==> src/rtl/kul_mult_pipe.sv <==
// Pipelined unsigned recursive multiplier built from 2x2 digit products,
// with per-transaction exact / Kulkarni-approximate mode and valid/ready flow control.
module kul_mult_pipe #(
  parameter int WIDTH = 8,
  parameter int CNT_W = 16
) (
  input  logic                 clk,
  input  logic                 rst_n,
  input  logic                 in_valid,
  output logic                 in_ready,
  input  logic [WIDTH-1:0]     a,
  input  logic [WIDTH-1:0]     b,
  input  logic                 mode,
  output logic                 out_valid,
  input  logic                 out_ready,
  output logic [2*WIDTH-1:0]   Y,
  output logic                 out_err,
  input  logic                 clr_cnt,
  output logic [CNT_W-1:0]     approx_cnt
);

  localparam int LAT = $clog2(WIDTH);
  localparam int N   = WIDTH / 2;
  localparam int NP  = N * N;
  localparam int PW  = 2 * WIDTH;

  logic           en;
  logic           take;
  logic           hit_d;
  logic [PW-1:0]  prod_d [LAT][NP];
  logic [PW-1:0]  prod_q [LAT][NP];
  logic [LAT-1:0] vld_q;
  logic [LAT-1:0] hit_q;

  assign en        = !out_valid || out_ready;
  assign in_ready  = en;
  assign take      = in_valid && en;
  assign out_valid = vld_q[LAT-1];
  assign out_err   = hit_q[LAT-1];
  assign Y         = prod_q[LAT-1][0];

  // Stage g holds products of (2<<g)-bit sub-operands, entry index = a_idx*ns + b_idx.
  always_comb begin
    logic [1:0] ad;
    logic [1:0] bd;
    logic [3:0] dp;
    int         ns;
    int         nsp;
    int         k;
    ad    = '0;
    bd    = '0;
    dp    = '0;
    ns    = 0;
    nsp   = 0;
    k     = 0;
    hit_d = 1'b0;
    for (int g = 0; g < LAT; g++) begin
      for (int e = 0; e < NP; e++) begin
        prod_d[g][e] = '0;
      end
    end
    for (int i = 0; i < N; i++) begin
      for (int j = 0; j < N; j++) begin
        ad = a[2*i +: 2];
        bd = b[2*j +: 2];
        if (mode) begin
          dp = {1'b0, ad[1] & bd[1], (ad[1] & bd[0]) | (ad[0] & bd[1]), ad[0] & bd[0]};
        end else begin
          dp = {2'b00, ad} * {2'b00, bd};
        end
        hit_d = hit_d | (mode & (&ad) & (&bd));
        prod_d[0][i*N + j] = PW'(dp);
      end
    end
    for (int g = 1; g < LAT; g++) begin
      ns  = WIDTH >> (g + 1);
      nsp = 2 * ns;
      k   = 1 << g;
      for (int i = 0; i < ns; i++) begin
        for (int j = 0; j < ns; j++) begin
          prod_d[g][i*ns + j] = prod_q[g-1][(2*i)*nsp + 2*j]
                              + (prod_q[g-1][(2*i+1)*nsp + 2*j] << k)
                              + (prod_q[g-1][(2*i)*nsp + 2*j + 1] << k)
                              + (prod_q[g-1][(2*i+1)*nsp + 2*j + 1] << (2*k));
        end
      end
    end
  end

  always_ff @(posedge clk or negedge rst_n) begin
    if (!rst_n) begin
      vld_q <= '0;
      hit_q <= '0;
      for (int g = 0; g < LAT; g++) begin
        for (int e = 0; e < NP; e++) begin
          prod_q[g][e] <= '0;
        end
      end
    end else if (en) begin
      vld_q[0] <= take;
      hit_q[0] <= take & hit_d;
      for (int g = 1; g < LAT; g++) begin
        vld_q[g] <= vld_q[g-1];
        hit_q[g] <= hit_q[g-1];
      end
      for (int g = 0; g < LAT; g++) begin
        for (int e = 0; e < NP; e++) begin
          prod_q[g][e] <= prod_d[g][e];
        end
      end
    end
  end

  // Clear has priority over a coincident increment.
  always_ff @(posedge clk or negedge rst_n) begin
    if (!rst_n) begin
      approx_cnt <= '0;
    end else if (clr_cnt) begin
      approx_cnt <= '0;
    end else if (out_valid && out_ready && out_err && (approx_cnt != {CNT_W{1'b1}})) begin
      approx_cnt <= approx_cnt + 1'b1;
    end
  end

endmodule

==> config.mk <==
export PLATFORM = sky130hd
export DESIGN_NAME = kul_mult_pipe
export DESIGN_NICKNAME = d
export VERILOG_FILES = /design/src/rtl/kul_mult_pipe.sv
export SDC_FILE = /design/constraint.sdc
export NUM_CORES = 1
export LEC_CHECK = 0
export BUFFER_PORTS_ARGS = -buffer_cell sky130_fd_sc_hd__clkbuf_2
export CORE_MARGIN = 10
export CORE_UTILIZATION = 47
export DETAILED_ROUTE_END_ITERATION = 12
export PLACE_DENSITY_LB_ADDON = 0.12
export SLEW_MARGIN = 20
export SYNTH_ARGS = -nofsm -noshare
export SYNTH_HDL_FRONTEND = slang
export SYNTH_SLANG_ARGS = --single-unit
==> constraint.sdc <==
create_clock -name clk -period 3.8 [get_ports clk]
set_input_delay 1.14 -clock clk [delete_from_list [all_inputs] [get_ports clk]]
set_output_delay 1.14 -clock clk [all_outputs]
set_load 0.01 [all_outputs]
Word level (Yosys, flattened, before mapping)

Index checks and enable logic that the tools add are counted.

Logic and storage cells: 206
Output and inout bits: 35
Flip-flop bits (word level): 144

Multiplexer cells: 18
Add/subtract/negate cells: 16
Reduce and logical (&&, ||, !) cells: 15
Bitwise gates (word level): 116
Multipliers: 16
Equality and inequality tests: 1

Operators by type and width:

| cell                    | count |
|---|---|
| $and A1 B1 Y1           | 85 |
| $mul A2 B2 Y4           | 16 |
| $mux W4                 | 16 |
| $add A16 B13 Y16        | 2 |
| $add A7 B6 Y8           | 4 |
| $mux W16                | 2 |
| $or A1 B1 Y1            | 31 |
| $add A4 B6 Y7           | 4 |
| $add A8 B8 Y9           | 3 |
| $add A16 B1 Y16 const B | 1 |
| $add A16 B16 Y16        | 1 |
| $ne A16 B16 Y1 const B  | 1 |
| $reduce_and A2 Y1       | 8 |
| $add A8 B8 Y8           | 1 |
| $logic_and A1 B1 Y1     | 4 |
| $reduce_bool A2 Y1      | 1 |
| $logic_not A1 Y1        | 1 |
| $logic_or A1 B1 Y1      | 1 |

Longest topological paths before layout

Depth in word-level cells: 19
Mapped depth: 10
Gate-level depth less buffers: 10

Least setup slack after synthesis

Ideal clock, no wire load.

Kind: input to output
From: input port out_ready
To: output port in_ready
Path slack: 776 ps
Path buffers: 2
Stages: 4
Arrival time: 1884 ps
Data required time: 2660 ps
Cells stage by stage: nor2b_1 -> inv_1 -> clkbuf_1 -> buf_1

Longest elaborated chain between the ends: 1

RTL lines:

| item               | line | RTL |
|---|---|---|
| start: declaration | 15   | `input logic out_ready,` |
| $logic_or A1 B1 Y1 | 35   | `assign en = !out_valid \|\| out_ready;` |
| end: declaration   | 10   | `output logic in_ready,` |

No other way between the ends.

Worst setup path after layout

From: register prod_q[466] in the netlist's numbering
To: register prod_q, in the netlist Y[14]

Longest elaborated chain between the ends: 3

RTL lines:

| item                             | line | RTL |
|---|---|---|
| start: declaration               | 31   | `logic [PW-1:0] prod_q [LAT][NP];` |
| start signal: indexed assignment | 108  | `prod_q[g][e] <= prod_d[g][e];` |
| $add A16 B13 Y16                 | 82   | `+ (prod_q[g-1][(2*i+1)*nsp + 2*j] << k)` |
| $add A16 B13 Y16                 | 83   | `+ (prod_q[g-1][(2*i)*nsp + 2*j + 1] << k)` |
| $add A16 B16 Y16                 | 84   | `+ (prod_q[g-1][(2*i+1)*nsp + 2*j + 1] << (2*k));` |

No other way between the ends.
A chain may end at the register's enable or synchronous reset.

==> run_results.csv <==
group,metric,value,unit
run_status,outcome,"complete, no violations",
drt,ant_nets,0,
yosys,avgSynthCellArea,9.19,µm²
clock_network,tritoncts,"yes",
floorplanning,core,18000,µm²
power,comb_power_share,42.1,%
power,p_switching,2.36,mW
yosys,synthTopCellsByArea,"dfrtp_1 40%, ha_1 12%, nand2_1 8.9%",
timing,fmax,0.324,GHz
clock_network,clk_pin_slew,60,ps
worst_setup_path,critical_path_class,"flop to flop",
floorplanning,die_h,156,µm
finish,drive_gt1_share,11.6,%
worst_setup_path,critPathRequiredTime,4100,ps
finish,antenna_cells,0,
drt,vias,6094,
grt,grt_pass1_wl,31700,µm
placement,gp_congestion,0.762,
grt,grt_pass1_vias,6153,
yosys,yosysSeqAreaShare,39.5,%
worst_setup_path,slowest_delay,480,ps
worst_setup_path,reg2reg_setup_slack,710,ps
finish,nets,1091,
clock_network,clock-root-buffer,"clkbuf_16",
worst_setup_path,critical_path.startpoint,"prod_q[466]$_DFFE_PN0N_",
grt,grt_antenna_before_repair,0,
power,p_seq_share,33.2,%
timing,skew,4.86,ps
placement,portBuffers,56,
power,leakage,4.99,nW
yosys,syn_inst,943,
timing,worstMarginPinSlew,700,ps
yosys,synthesis.nets,1078,
grt,grt_overflow_total,0,
grt,grt_max_degree,72,
yosys,netlist_area,8670,µm²
timing,fin_tns_setup,0,ps
clock_network,cts-htree-levels,4,
worst_setup_path,endpoint,"Y[14]$_DFFE_PN0N_",
finish,fin_area,9520,µm²
placement,dp_hpwl,13100,µm
floorplanning,start_util,48.1,%
clock_network,cts_resized,0,
worst_setup_path,path_cells,"fa_1 -> ha_1 -> ha_1 -> fa_1 -> a211o_1 -> a2111oi_1 -> nor4_1 -> a211o_1",
drt,drc,0,
yosys,netlist.area_leader.share,39.5,%
timing,fin_crit_sh,81.2,%
power,p_int,3.86,mW
clock_network,ctsHoldBuffers,0,
worst_setup_path,worstSetupStartpointType,"flop",
yosys,yosysWarnings,0,
worst_setup_path,r2r_cells,8,
timing,final-setup-viol-count,0,
min_path,hp-start,"Y[1]$_DFFE_PN0N_",
clock_network,cts_setup_buffers,0,
power,switching_share,37.9,%
power,clock_power_share,24.7,%
timing,slew_violations,0,
timing,rsz0062_at_grt,"no",
drt,dr.pass1.iters,6,
floorplanning,die_area,24300,µm²
timing,period_needed,3090,ps
drt,vias_per_cell,5.09,
timing,hold_violations,0,
floorplanning,io_pins,57,
drt,drt_iter0_drc,302,
worst_setup_path,r2r-end,"Y[14]$_DFFE_PN0N_",
worst_setup_path,cp_max_fo,3,
timing,slew_headroom,53.3,%
yosys,synth_ff_type,"dfrtp_1",
floorplanning,fp.dieW,156,µm
power,p_per_area,653,nW/µm²
clock_network,cts_buffer_depth,2,
worst_setup_path,critPathSlowestCell,"fa_1",
finish,syn2layout_area_growth,9.86,%
yosys,synth_area_leader_cell,"dfrtp_1",
clock_network,cts.sinks,137,
yosys,synth_cell_types,53,
placement,dpl_cell_area,8970,µm²
finish,fin_util,52.8,%
yosys,ys_ff_latch,137,
worst_setup_path,end_kind,"flop",
power,peakVddDrop,0.733,mV
drt,wire_per_inst,15.3,µm
finish,final_common_cell,"nand2_1",
min_path,worstHoldPathType,"flop to flop",
clock_network,cts_made_buffers,17,
clock_network,clock_latency,420,ps
yosys,synth-async-reset-ratio,100,%
job,cap_violations,0,
drt,wl,18400,µm
floorplanning,fp-row-count,49,
worst_setup_path,worstPathArrival,3390,ps
yosys,synth_edf_count,0,
finish,most-common-layout-cells,"205 x nand2_1, 137 x dfrtp_1, 84 x inv_1",
grt,grt.total_usage,16.1,%
worst_setup_path,rr_startpoint,"prod_q[466]$_DFFE_PN0N_",
worst max-delay path: cells and delay by family, from the launching register on:
family | cells | cell delay [ps]
AOI/OAI and AO/OA | 3 | 1020
adders and majority gates | 4 | 1450
DFF | 1 | 400
and+or+nand+nor | 1 | 100
how the worst min path moves through the flow:
stage	to	slack (ps)	cells past startpoint
after floorplan	vld_q[1]$_DFFE_PN0N_	430	2
after global placement	vld_q[1]$_DFFE_PN0N_	440	2
after CTS	Y[2]$_DFFE_PN0N_	470	2
final	Y[1]$_DFFE_PN0N_	460	2
after global routing	Y[1]$_DFFE_PN0N_	480	2
after detailed placement	Y[1]$_DFFE_PN0N_	460	2
metrics by stage:
stage	std cells	setup WS, ps	hold WS, ps	total power, mW
2_1_floorplan	943	776	430	4.12
3_3_place_gp	1166	761	441	4.70
3_5_place_dp	1166	731	456	4.73
4_1_cts	1198	718	469	6.32
5_1_grt	1198	500	481	6.82
6_report	1198	713	462	6.22
registers in the layout, indices dropped and copies added (netlist names):
signal      cells
approx_cnt     16
prod_q         99
Y              16
hit_q           3
vld_q           3
per-layer routing:
layer | global-route usage (%) | routed length [µm]
met5 | 0 | 0
met4 | 5.84 | 275
met3 | 3.45 | 823
met2 | 22.3 | 7500
met1 | 24.0 | 9770
logic make-up after synthesis:
family          count (synthesis)  synth area share [%]
compound gates                140                  9.54
fa+ha+maj                     113                  19.0
mux                            35                  4.20
xor+xnor                       12                  1.21
simple gates                  350                  18.8
flops                         137                  39.5
buf+inv                       156                  7.66
area by class of cell:
type	instances	area, µm²
Fill cell	1727	8500
Multi-Input combinational cell	650	4580
Sequential cell	137	3430
Clock buffer	23	478
Timing Repair Buffer	65	354
Inverter	85	320
Tap cell	229	287
Clock inverter	9	72.6
synthesized netlist by cell type, types with 3 or more instances:
master and instances:
fa_1 31, o21ai_0 65, clkbuf_1 38, xnor2_1 5
nand4_1 3, o21a_1 5, buf_4 16, nand2_1 205
nand2b_1 3, nor3b_1 5, a211oi_1 3, dfrtp_1 137
xor2_1 7, nor2_1 32, mux2i_1 24, nor3_1 11
a21oi_1 34, a221oi_1 3, a21boi_0 4, and2_1 16
o31ai_1 6, ha_1 82, inv_1 85, nor2b_1 15
or4_1 4, a21o_1 6, mux2_2 10, buf_2 15
nand3_1 23, nor4_1 5, nand3b_1 17
power by group through the flow:
stage               clock, mW  combinational [mW]  sequential [mW]
floorplan                   0                2.08             2.04
global placement            0                2.62             2.08
detailed placement          0                2.63             2.10
CTS                      1.58                2.67             2.07
global route             1.65                3.05             2.12
finish                   1.53                2.62             2.07
No activity file was read; power rests on OpenSTA's default activity.
